==> src/rtl/imem_loader_pkg.sv <==
// imem_loader_pkg: shared constants and types for the serial program loader.
//   FrameHeader        - first byte of every program frame
//   DefaultClksPerBit  - UART bit period in clk cycles (100 MHz / 115200)
//   AddrWidth          - instruction address width
//   InstrWidth         - instruction word width
//   state_e            - framing FSM states
//   rx_state_e         - UART byte receiver states
package imem_loader_pkg;

  localparam logic [7:0]  FrameHeader       = 8'hA5;
  localparam int unsigned DefaultClksPerBit = 868;
  localparam int unsigned AddrWidth         = 32;
  localparam int unsigned InstrWidth        = 32;

  typedef enum logic [2:0] {
    StIdle,
    StLenLo,
    StLenHi,
    StData,
    StCsum,
    StDone,
    StErr
  } state_e;

  typedef enum logic [1:0] {
    StRxIdle,
    StRxStart,
    StRxData,
    StRxStop
  } rx_state_e;

  // States in which a frame is being received.
  function automatic logic is_busy(state_e s);
    return s inside {StLenLo, StLenHi, StData, StCsum};
  endfunction

endpackage

==> src/rtl/imem_loader_if.sv <==
// imem_loader_if: board-side and instruction-memory-side signals of the loader.
//   load_en_i    - load mode enable (board switch)
//   rx_i         - UART RX line, idle high
//   imem_we_o    - one-cycle instruction-memory write strobe
//   imem_addr_o  - byte address of the word being written
//   imem_wdata_o - instruction word
//   cpu_hold_o   - holds the CPU in reset while high
//   busy_o       - frame reception in progress
//   done_o       - sticky: last frame loaded with a good checksum
//   err_o        - sticky: last frame failed
//   word_cnt_o   - words written in the current or last frame
// Modport master is the loader (drives the write port); slave is the board/memory side.
interface imem_loader_if
  import imem_loader_pkg::*;
#(
  parameter int unsigned ADDR_WIDTH = AddrWidth
) ();

  logic                  load_en_i;
  logic                  rx_i;
  logic                  imem_we_o;
  logic [ADDR_WIDTH-1:0] imem_addr_o;
  logic [InstrWidth-1:0] imem_wdata_o;
  logic                  cpu_hold_o;
  logic                  busy_o;
  logic                  done_o;
  logic                  err_o;
  logic [15:0]           word_cnt_o;

  modport master (
    input  load_en_i, rx_i,
    output imem_we_o, imem_addr_o, imem_wdata_o, cpu_hold_o, busy_o, done_o, err_o, word_cnt_o
  );

  modport slave (
    output load_en_i, rx_i,
    input  imem_we_o, imem_addr_o, imem_wdata_o, cpu_hold_o, busy_o, done_o, err_o, word_cnt_o
  );

endinterface

==> src/rtl/imem_loader_uart_rx_byte.sv <==
// uart_rx_byte: 8N1 UART byte receiver.
//   clk, reset  - system clock, synchronous active-high reset
//   rx          - asynchronous RX line, idle high
//   byte_data   - last received byte (valid with byte_valid)
//   byte_valid  - one-cycle pulse, byte received with a good stop bit
//   frame_err   - one-cycle pulse, stop bit sampled low (byte discarded)
module uart_rx_byte
  import imem_loader_pkg::*;
#(
  parameter int unsigned CLKS_PER_BIT = DefaultClksPerBit
) (
  input  logic       clk,
  input  logic       reset,
  input  logic       rx,
  output logic [7:0] byte_data,
  output logic       byte_valid,
  output logic       frame_err
);

  localparam logic [15:0] HalfBit = 16'(CLKS_PER_BIT / 2 - 1);
  localparam logic [15:0] FullBit = 16'(CLKS_PER_BIT - 1);

  rx_state_e   state_q, state_d;
  logic        rx_meta_q, rx_sync_q, rx_prev_q;
  logic [15:0] cnt_q, cnt_d;
  logic [2:0]  bit_idx_q, bit_idx_d;
  logic [7:0]  shift_q, shift_d;
  logic        valid_q, valid_d;
  logic        ferr_q, ferr_d;

  always_ff @(posedge clk) begin
    if (reset) begin
      // Synchronizer resets to idle-high so reset itself never looks like a start edge.
      rx_meta_q <= 1'b1;
      rx_sync_q <= 1'b1;
      rx_prev_q <= 1'b1;
      state_q   <= StRxIdle;
      cnt_q     <= '0;
      bit_idx_q <= '0;
      shift_q   <= '0;
      valid_q   <= 1'b0;
      ferr_q    <= 1'b0;
    end else begin
      rx_meta_q <= rx;
      rx_sync_q <= rx_meta_q;
      rx_prev_q <= rx_sync_q;
      state_q   <= state_d;
      cnt_q     <= cnt_d;
      bit_idx_q <= bit_idx_d;
      shift_q   <= shift_d;
      valid_q   <= valid_d;
      ferr_q    <= ferr_d;
    end
  end

  always_comb begin
    state_d   = state_q;
    cnt_d     = cnt_q + 16'd1;
    bit_idx_d = bit_idx_q;
    shift_d   = shift_q;
    valid_d   = 1'b0;
    ferr_d    = 1'b0;
    case (state_q)
      StRxIdle: begin
        cnt_d = '0;
        if (rx_prev_q && !rx_sync_q) state_d = StRxStart;
      end
      StRxStart: begin
        if (cnt_q == HalfBit) begin
          cnt_d     = '0;
          bit_idx_d = '0;
          // A glitch shorter than half a bit drops back to idle.
          state_d   = rx_sync_q ? StRxIdle : StRxData;
        end
      end
      StRxData: begin
        if (cnt_q == FullBit) begin
          cnt_d     = '0;
          shift_d   = {rx_sync_q, shift_q[7:1]};
          bit_idx_d = bit_idx_q + 3'd1;
          if (bit_idx_q == 3'd7) state_d = StRxStop;
        end
      end
      StRxStop: begin
        if (cnt_q == FullBit) begin
          cnt_d   = '0;
          state_d = StRxIdle;
          valid_d = rx_sync_q;
          ferr_d  = !rx_sync_q;
        end
      end
      default: state_d = StRxIdle;
    endcase
  end

  assign byte_data  = shift_q;
  assign byte_valid = valid_q;
  assign frame_err  = ferr_q;

endmodule

==> src/rtl/imem_loader.sv <==
// imem_loader: receives a framed program image over UART and writes it into
// instruction memory, holding the CPU in reset while loading.
// Frame: 0xA5, LEN_LO, LEN_HI, LEN*4 data bytes (little-endian words), CSUM (XOR of data).
//   clk, reset - system clock, synchronous active-high reset
//   bus        - imem_loader_if.master: load enable, RX line, write port and status
module imem_loader
  import imem_loader_pkg::*;
#(
  parameter int unsigned CLKS_PER_BIT   = DefaultClksPerBit,
  parameter int unsigned ADDR_WIDTH     = AddrWidth,
  parameter int unsigned MAX_WORDS      = 1024,
  parameter int unsigned TIMEOUT_CYCLES = 2_000_000
) (
  input  logic          clk,
  input  logic          reset,
  imem_loader_if.master bus
);

  localparam logic [31:0] TmoLast = 32'(TIMEOUT_CYCLES - 1);

  logic [7:0] byte_data;
  logic       byte_valid;
  logic       frame_err;

  uart_rx_byte #(
    .CLKS_PER_BIT(CLKS_PER_BIT)
  ) u_rx (
    .clk       (clk),
    .reset     (reset),
    .rx        (bus.rx_i),
    .byte_data (byte_data),
    .byte_valid(byte_valid),
    .frame_err (frame_err)
  );

  state_e                state_q, state_d;
  logic [15:0]           len_q, len_d;
  logic [15:0]           word_cnt_q, word_cnt_d;
  logic [7:0]            csum_q, csum_d;
  logic [1:0]            byte_idx_q, byte_idx_d;
  logic [23:0]           word_buf_q, word_buf_d;
  logic                  we_q, we_d;
  logic [ADDR_WIDTH-1:0] addr_q, addr_d;
  logic [InstrWidth-1:0] wdata_q, wdata_d;
  logic                  done_q, done_d;
  logic                  err_q, err_d;
  logic                  cpu_hold_q, cpu_hold_d;
  logic [31:0]           tmo_cnt_q, tmo_cnt_d;
  logic [15:0]           len_new;
  logic                  busy;
  logic                  load_en;

  assign load_en = bus.load_en_i;
  assign busy    = is_busy(state_q);

  always_ff @(posedge clk) begin
    if (reset) begin
      state_q    <= StIdle;
      len_q      <= '0;
      word_cnt_q <= '0;
      csum_q     <= '0;
      byte_idx_q <= '0;
      word_buf_q <= '0;
      we_q       <= 1'b0;
      addr_q     <= '0;
      wdata_q    <= '0;
      done_q     <= 1'b0;
      err_q      <= 1'b0;
      cpu_hold_q <= 1'b0;
      tmo_cnt_q  <= '0;
    end else begin
      state_q    <= state_d;
      len_q      <= len_d;
      word_cnt_q <= word_cnt_d;
      csum_q     <= csum_d;
      byte_idx_q <= byte_idx_d;
      word_buf_q <= word_buf_d;
      we_q       <= we_d;
      addr_q     <= addr_d;
      wdata_q    <= wdata_d;
      done_q     <= done_d;
      err_q      <= err_d;
      cpu_hold_q <= cpu_hold_d;
      tmo_cnt_q  <= tmo_cnt_d;
    end
  end

  always_comb begin
    state_d    = state_q;
    len_d      = len_q;
    word_cnt_d = word_cnt_q;
    csum_d     = csum_q;
    byte_idx_d = byte_idx_q;
    word_buf_d = word_buf_q;
    we_d       = 1'b0;
    addr_d     = addr_q;
    wdata_d    = wdata_q;
    done_d     = done_q;
    err_d      = err_q;
    tmo_cnt_d  = busy ? tmo_cnt_q + 32'd1 : '0;
    len_new    = {byte_data, len_q[7:0]};
    // Computed from the current state, so the hold follows a state change by one cycle.
    cpu_hold_d = load_en || !(state_q inside {StIdle, StDone});

    if (busy && !load_en) begin
      // Abort: sticky flags and memory contents are left as they are.
      state_d   = StIdle;
      tmo_cnt_d = '0;
    end else if (busy && tmo_cnt_q >= TmoLast) begin
      state_d = StErr;
      err_d   = 1'b1;
    end else if (busy && frame_err) begin
      state_d = StErr;
      err_d   = 1'b1;
    end else begin
      if (byte_valid) tmo_cnt_d = '0;
      case (state_q)
        StIdle: begin
          if (load_en && byte_valid && byte_data == FrameHeader) begin
            state_d    = StLenLo;
            done_d     = 1'b0;
            err_d      = 1'b0;
            word_cnt_d = '0;
            csum_d     = '0;
            byte_idx_d = '0;
          end
        end
        StLenLo: begin
          if (byte_valid) begin
            len_d[7:0] = byte_data;
            state_d    = StLenHi;
          end
        end
        StLenHi: begin
          if (byte_valid) begin
            len_d = len_new;
            if (32'(len_new) > MAX_WORDS) begin
              state_d = StErr;
              err_d   = 1'b1;
            end else if (len_new == 16'd0) begin
              state_d = StCsum;
            end else begin
              state_d = StData;
            end
          end
        end
        StData: begin
          if (byte_valid) begin
            csum_d     = csum_q ^ byte_data;
            byte_idx_d = byte_idx_q + 2'd1;
            case (byte_idx_q)
              2'd0: word_buf_d[7:0]   = byte_data;
              2'd1: word_buf_d[15:8]  = byte_data;
              2'd2: word_buf_d[23:16] = byte_data;
              default: begin
                we_d       = 1'b1;
                addr_d     = ADDR_WIDTH'({word_cnt_q, 2'b00});
                wdata_d    = {byte_data, word_buf_q};
                word_cnt_d = word_cnt_q + 16'd1;
                if (word_cnt_q + 16'd1 == len_q) state_d = StCsum;
              end
            endcase
          end
        end
        StCsum: begin
          if (byte_valid) begin
            if (byte_data == csum_q) begin
              state_d = StDone;
              done_d  = 1'b1;
            end else begin
              state_d = StErr;
              err_d   = 1'b1;
            end
          end
        end
        StDone, StErr: begin
          if (!load_en) state_d = StIdle;
        end
        default: state_d = StIdle;
      endcase
    end
  end

  assign bus.imem_we_o    = we_q;
  assign bus.imem_addr_o  = addr_q;
  assign bus.imem_wdata_o = wdata_q;
  assign bus.cpu_hold_o   = cpu_hold_q;
  assign bus.busy_o       = busy;
  assign bus.done_o       = done_q;
  assign bus.err_o        = err_q;
  assign bus.word_cnt_o   = word_cnt_q;

endmodule

==> src/flat_wrapper.sv <==
// flat-port wrapper written by rule: the top's interface ports become plain ports
module imem_loader_flat import imem_loader_pkg::*;
#(
  parameter int unsigned CLKS_PER_BIT   = DefaultClksPerBit,
  parameter int unsigned ADDR_WIDTH     = AddrWidth,
  parameter int unsigned MAX_WORDS      = 1024,
  parameter int unsigned TIMEOUT_CYCLES = 2_000_000
)
  (clk, reset, bus_load_en_i, bus_rx_i, bus_imem_we_o, bus_imem_addr_o, bus_imem_wdata_o, bus_cpu_hold_o, bus_busy_o, bus_done_o, bus_err_o, bus_word_cnt_o);
  imem_loader_if #(.ADDR_WIDTH(ADDR_WIDTH)) bus_i ();
  input  logic clk;
  input  logic reset;
  input wire logic [$bits(bus_i.load_en_i)-1:0] bus_load_en_i;
  input wire logic [$bits(bus_i.rx_i)-1:0] bus_rx_i;
  output wire logic [$bits(bus_i.imem_we_o)-1:0] bus_imem_we_o;
  output wire logic [$bits(bus_i.imem_addr_o)-1:0] bus_imem_addr_o;
  output wire logic [$bits(bus_i.imem_wdata_o)-1:0] bus_imem_wdata_o;
  output wire logic [$bits(bus_i.cpu_hold_o)-1:0] bus_cpu_hold_o;
  output wire logic [$bits(bus_i.busy_o)-1:0] bus_busy_o;
  output wire logic [$bits(bus_i.done_o)-1:0] bus_done_o;
  output wire logic [$bits(bus_i.err_o)-1:0] bus_err_o;
  output wire logic [$bits(bus_i.word_cnt_o)-1:0] bus_word_cnt_o;
  assign bus_i.load_en_i = bus_load_en_i;
  assign bus_i.rx_i = bus_rx_i;
  assign bus_imem_we_o = bus_i.imem_we_o;
  assign bus_imem_addr_o = bus_i.imem_addr_o;
  assign bus_imem_wdata_o = bus_i.imem_wdata_o;
  assign bus_cpu_hold_o = bus_i.cpu_hold_o;
  assign bus_busy_o = bus_i.busy_o;
  assign bus_done_o = bus_i.done_o;
  assign bus_err_o = bus_i.err_o;
  assign bus_word_cnt_o = bus_i.word_cnt_o;
  imem_loader #(.CLKS_PER_BIT(CLKS_PER_BIT), .ADDR_WIDTH(ADDR_WIDTH), .MAX_WORDS(MAX_WORDS), .TIMEOUT_CYCLES(TIMEOUT_CYCLES)) u_core (.clk(clk), .reset(reset), .bus(bus_i));
endmodule
==> config.mk <==
export PLATFORM = sky130hd
export DESIGN_NAME = imem_loader_flat
export DESIGN_NICKNAME = d
export VERILOG_FILES = /design/src/rtl/imem_loader_pkg.sv /design/src/rtl/imem_loader_if.sv /design/src/rtl/imem_loader_uart_rx_byte.sv /design/src/rtl/imem_loader.sv /design/src/flat_wrapper.sv
export SDC_FILE = /design/constraint.sdc
export NUM_CORES = 1
export LEC_CHECK = 0
export BUFFER_PORTS_ARGS = -buffer_cell sky130_fd_sc_hd__clkbuf_2
export CORE_AREA = 2 2 159 161
export CTS_CLUSTER_DIAMETER = 60
export DETAILED_ROUTE_END_ITERATION = 10
export DIE_AREA = 0 0 161 163
export PLACE_DENSITY = 0.49
export SYNTH_ARGS = -nofsm -noshare
export SYNTH_HDL_FRONTEND = slang
export SYNTH_SLANG_ARGS = --single-unit
==> constraint.sdc <==
create_clock -name clk -period 3.25 [get_ports clk]
set_clock_uncertainty 0.05 [all_clocks]
set_input_delay 0.4875 -clock clk [delete_from_list [all_inputs] [get_ports clk]]
set_output_delay 0.4875 -clock clk [all_outputs]
set_load 0.03 [all_outputs]
==> flow_metrics.tcl, run 1 <==
set metrics [dict create \
    status "finished, final reports clean" \
    synth_mux_area_share_pct 3.08 \
    min_path_type "input pin to flop" \
    synth-main-ff-cell "dfxtp_1" \
    synth_top_family_by_area "simple AND/OR/NAND/NOR gates" \
    gp_congestion 0.803 \
    design_area_sq_mm 0.00986 \
    row_count 58 \
    synthArstFlopShare_pct 0 \
    power_uw 5240 \
    worstPathCellList "ha_1 -> nand3_2 -> nor2_4 -> xnor2_1 -> or4b_1 -> o311a_1 -> o41ai_4 -> o2111ai_1 -> o211a_1" \
    ir_worst_vdd_mv 0.288 \
    ant_nets 0 \
    wl_mm 20.6 \
    final_cells 1439 \
    initial_core_util_pct 34.4 \
    antenna_found_initial 0 \
    rsz0062_at_grt "false" \
    cp-end-kind "flop" \
    max_freq_mhz 332 \
    drt_first_pass_iters 5 \
    total_leakage_power_uw 0.00361 \
    grt_start_max_net_pins 77 \
    ys_ff_latch 187 \
    cts_buffers 17 \
    synth_cells 1036 \
    path_max_fanout 7 \
    synthAdderAreaFrac_pct 1.47 \
    cp-start-kind "flop" \
    area_delta_synth_final_pct 16.2 \
    die_x_microns 161 \
    drv_slew 0 \
    fin_ws_ps 242 \
    place_area_sq_mm 0.00924 \
    ys_seq_area_share_pct 44.1 \
    crit_required_ps 3530 \
    vias 7021 \
    power_per_cell_area_mw_per_mm2 531 \
    yosysWarningCount 0 \
    setup_viol 0 \
    ctsResizeCount 0 \
    wl_per_cell_microns 14.3 \
    cts_tree "done" \
    coreArea_sq_mm 0.0247 \
    final_common_cell "dfxtp_1" \
    grt_use_total_pct 16.0 \
    slowest_delay_ps 510 \
    die_h_microns 163 \
    worstMarginPinSlew_ps 722 \
    final_cell_mix "dfxtp_1 (187), nand2_1 (185), nor2_1 (123)" \
    finalSetupTns_ps 0 \
    hold_viol 0 \
    synth-compound-area-share_pct 13.1 \
    cts.sinks 187 \
    period_needed_ps 3010 \
    worstSetupPathType "flop to flop" \
    postCtsSetupBuffers 0 \
    fillCellCount 2585 \
    synth_enable_flop_cells 0 \
    overflow 0 \
    timing.slew.headroom_pct 51.5 \
    synth_area_sq_mm 0.00849 \
    diodes 0 \
    synth-xor-area-share_pct 7.74 \
    drv_cap 0 \
    synth-simple-area-share_pct 25.3 \
    dp_worst_setup_slack_ps 301 \
    io_pins 89 \
    grt_pass1_wl_mm 33.9 \
    grt_pass1_vias 6583 \
    crit_slowest_cell "or4b_1" \
    portBuffers 72 \
    netlist-cell-type-count 69 \
    dp_hpwl_mm 13.6 \
    clockRootBuffer "clkbuf_16" \
    dieArea_sq_mm 0.0262 \
    fin_nets 1110 \
    dp.cells 1407 \
    drc 0 \
    clk_latency_ps 440 \
    syn_avg_cell_area_sq_um 8.19 \
    drive_above_1_share_pct 14.4 \
    hold_buffers 0 \
    drtIter0Drc 461 \
    cts_buffer_depth 2 \
    crit_arrival_ps 3290 \
    htree_levels 4 \
    path_clk_slew_ps 80 \
    finalCritPeriodShare_pct 92.5 \
    routed_via_density 4.88 \
]
==> where the power goes <==
| group | switching, uW | internal (uW) |
|---|---|---|
| registers | 26.4 | 2320 |
| clock network | 1070 | 1050 |
| logic | 517 | 258 |
| total | 1610 | 3630 |
==> layer usage <==
layer  up-vias  track usage [%]  part of all wire, %
met5         -                0                    0
met4         0             4.34                 0.69
met3        11             3.41                  3.8
met2       105             26.2                   47
met1      3277             21.3                   48
li1       3628                -                    -
==> per-stage QoR <==
stage | hold slack [ps] | util (%)
after detailed placement | 343 | 37.5
final | 182 | 40.0
after global routing | 176 | 40.0
after global placement | 342 | 37.5
after floorplan | 339 | -
after CTS | 169 | 40.0
==> worst paths after layout <==
kind | from | endpoint | slack (ps) | cells past startpoint
worst max register to register | u_core.bus.word_cnt_o[1]$_SDFFE_PP0P_ | u_core.state_q[2]$_SDFFE_PP0P_ | 240 | 9
worst min-delay path | bus_rx_i | u_core.u_rx.rx_meta_q$_SDFF_PP1_ | 180 | 2
worst max-delay path | u_core.bus.word_cnt_o[1]$_SDFFE_PP0P_ | u_core.state_q[2]$_SDFFE_PP0P_ | 240 | 9
worst min register to register | u_core.u_rx.rx_meta_q$_SDFF_PP1_ | u_core.u_rx.rx_sync_q$_SDFF_PP1_ | 360 | 1
==> cells by family (layout without fill, tap and decap cells) <==
logic type | Yosys count | count (layout)
AND/OR/NAND/NOR | 460 | 460
buffers and inverters | 95 | 153
AO/OA/AOI/OAI | 182 | 182
adder cells (fa/ha/maj) | 10 | 10
multiplexers | 26 | 26
flip-flops | 187 | 187
XOR/XNOR | 75 | 75
other | 1 | 16
==> state kept, by name, indices dropped and copies added, names as in the netlist, named ones only <==
name / count
u_core.bus.cpu_hold_o: 1
u_core.word_buf_q: 24
u_core.tmo_cnt_q: 32
u_core.u_rx.rx_prev_q: 1
u_core.u_rx.rx_meta_q: 1
u_core.bus.imem_wdata_o: 32
u_core.u_rx.byte_data: 8
u_core.u_rx.byte_valid: 1
u_core.state_q: 3
u_core.u_rx.cnt_q: 16
u_core.bus.imem_addr_o: 16
u_core.bus.err_o: 1
u_core.csum_q: 8
u_core.bus.done_o: 1
u_core.bus.word_cnt_o: 16
u_core.u_rx.bit_idx_q: 3
u_core.byte_idx_q: 2
u_core.u_rx.state_q: 1
u_core.len_q: 16
u_core.u_rx.rx_sync_q: 1
u_core.bus.imem_we_o: 1
u_core.u_rx.frame_err: 1
==> synthesized netlist by cell type (9+ instances only) <==
cell type    n  area (sq um)
a21oi_1    105           526
nor2_1     124           465
nand2_1    185           694
xnor2_1     35           307
clkbuf_1    48           180
buf_4       17           128
buf_2       12          60.1
nor4_1       9          56.3
ha_1        10           125
nor3b_1     11          82.6
dfxtp_1    187          3740
and3_1      11          68.8
o21ai_0     18          90.1
nor3_1      12          60.1
mux2i_1     25           250
xor2_1      40           350
a311oi_1    14           123
nand3_1     52           260
inv_1       14          52.6
==> worst max-delay path, delay by kind of cell (launching register included) <==
kind,cells,cell delay [ps]
XOR/XNOR,1,90
adder cells (fa/ha/maj),1,280
AO/OA/AOI/OAI,4,1100
flip-flops,1,430
AND/OR/NAND/NOR,3,930
==> cell type report <==
cell class	count	area, sq um	area share, %
Clock buffer	17	425	4.31
Clock inverter	15	194	1.97
Inverter	14	52.6	0.533
Multi-Input combinational cell	769	4370	44.3
Sequential cell	187	3740	38.0
Tap cell	330	413	4.19
Timing Repair Buffer	107	663	6.72
(Power assumes the default switching activity.)
==> inputs of run 2 (changes only) <==
--- a/config.mk
+++ b/config.mk
@@ -11,6 +11,7 @@
 export DETAILED_ROUTE_END_ITERATION = 10
 export DIE_AREA = 0 0 161 163
 export PLACE_DENSITY = 0.49
+export RECOVER_POWER = 25
 export SYNTH_ARGS = -nofsm -noshare
 export SYNTH_HDL_FRONTEND = slang
 export SYNTH_SLANG_ARGS = --single-unit
==> run 2 against run 1 <==
Net effect: flip-flop and latch count stayed put; clock-buffer cell count stayed put; clock power hardly changed; register-to-register slack better by 30 ps; highest routed layer unchanged; worst setup slack better by 26 ps; combinational power is 0.5% lower.
==> flow_metrics.tcl, run 2 (synthesis gave the netlist of run 1 again) <==
set metrics [dict create \
    path_max_fanout 7 \
    coreArea_sq_mm 0.0247 \
    slowest_delay_ps 510 \
    grt_pass1_wl_mm 33.9 \
    initial_core_util_pct 34.4 \
    setup_viol 0 \
    grt_start_max_net_pins 77 \
    drive_above_1_share_pct 9.02 \
    worstMarginPinSlew_ps 1380 \
    period_needed_ps 2980 \
    critical-path-top-delay-family "compound AO/OA/AOI/OAI gates" \
    clockRootBuffer "clkbuf_16" \
    die_x_microns 161 \
    finalSetupTns_ps 0 \
    worstSetupPathType "flop to flop" \
    ir_worst_vdd_mv 0.286 \
    gp_congestion 0.803 \
    cp-end-kind "flop" \
    vias 7014 \
    min_path_type "input pin to flop" \
    grt_pass1_vias 6583 \
    antenna_found_initial 0 \
    dp.cells 1407 \
    drv_cap 0 \
    design_area_sq_mm 0.00979 \
    io_pins 89 \
    crit_arrival_ps 3260 \
    crit_required_ps 3530 \
    fin_nets 1110 \
    dp_hpwl_mm 13.6 \
    postCtsSetupBuffers 0 \
    grt_use_total_pct 16.0 \
    finalCritPeriodShare_pct 91.8 \
    final_cells 1439 \
    rsz0062_at_grt "false" \
    cts_tree "done" \
    status "finished, final reports clean" \
    area_delta_synth_final_pct 15.3 \
    timing.slew.headroom_pct 8.21 \
    crit_slowest_cell "or4b_1" \
    ant_nets 0 \
    whs_ps 183 \
    place_area_sq_mm 0.00924 \
    htree_levels 4 \
    row_count 58 \
    portBuffers 72 \
    drc 0 \
    wl_per_cell_microns 14.3 \
    wl_mm 20.6 \
    hold_viol 0 \
    cts.sinks 187 \
    worstPathCellList "ha_1 -> nand3_2 -> nor2_4 -> xnor2_1 -> or4b_1 -> o311a_1 -> o41ai_4 -> o2111ai_1 -> o211a_1" \
    routed_via_density 4.87 \
    final_cell_mix "dfxtp_1 (187), nand2_1 (185), nor2_1 (123)" \
    cts_buffers 17 \
    hold_buffers 0 \
    cts_buffer_depth 2 \
    die_h_microns 163 \
    cp-start-kind "flop" \
    power_per_cell_area_mw_per_mm2 535 \
    diodes 0 \
    total_leakage_power_uw 0.00340 \
    cp.buffers_inverters 0 \
    drv_slew 0 \
    drt_first_pass_iters 5 \
    overflow 0 \
    drtIter0Drc 441 \
    clk_latency_ps 440 \
    final_common_cell "dfxtp_1" \
    max_freq_mhz 335 \
    dieArea_sq_mm 0.0262 \
    ctsResizeCount 0 \
    path_clk_slew_ps 80 \
]
[run 2: changes by cell type in the layout (fill, tap and decap cells not counted), sizes merged]
cell | before | now
buf | 36 | 35
clkbuf | 88 | 89
[run 2: area by class of cell]
class | instances | area, sq um
inverter | 14 | 52.6
clock buffer | 17 | 425
timing repair buffer | 107 | 586
multi-input combinational | 769 | 4370
fill | 2614 | 14900
tap | 330 | 413
sequential | 187 | 3740
clock inverter | 15 | 194
[run 2: power breakdown]
part	internal, uW	switching [uW]
Combinational	256	516
Clock	1050	1060
Sequential	2320	26.6
[run 2: worst reg2reg max path: stages (launching register included)]
cell       delay [ps]
dfxtp_1           420
ha_1              270
nand3_2           210
nor2_4            210
xnor2_1            80
or4b_1            510
o311a_1           170
o41ai_4           470
o2111ai_1         210
o211a_1           250
[run 2: final timing paths]
path | from | to | slack (ps) | cells after the start
worst max-delay path | u_core.bus.word_cnt_o[1]$_SDFFE_PP0P_ | u_core.state_q[2]$_SDFFE_PP0P_ | 270 | 9
worst min-delay path | bus_rx_i | u_core.u_rx.rx_meta_q$_SDFF_PP1_ | 180 | 2
worst min register to register | u_core.u_rx.rx_meta_q$_SDFF_PP1_ | u_core.u_rx.rx_sync_q$_SDFF_PP1_ | 360 | 1
worst max register to register | u_core.bus.word_cnt_o[1]$_SDFFE_PP0P_ | u_core.state_q[2]$_SDFFE_PP0P_ | 270 | 9
[run 2: per-stage QoR]
step / power [uW] / utilization (%) / setup slack, ps
2_1_floorplan: 2970 / - / 286
3_3_place_gp: 3170 / 37.5 / 376
3_5_place_dp: 3170 / 37.5 / 301
4_1_cts: 5310 / 40.0 / 268
5_1_grt: 5490 / 39.7 / 36.6
6_report: 5230 / 39.7 / 268
[run 2: metal layers]
layer,vias up,part of all wire [%],GRT usage [%]
li1,3630,-,-
met1,3275,49,21.3
met2,97,47,26.2
met3,12,3.4,3.41
met4,0,0.72,4.34
met5,-,0,0
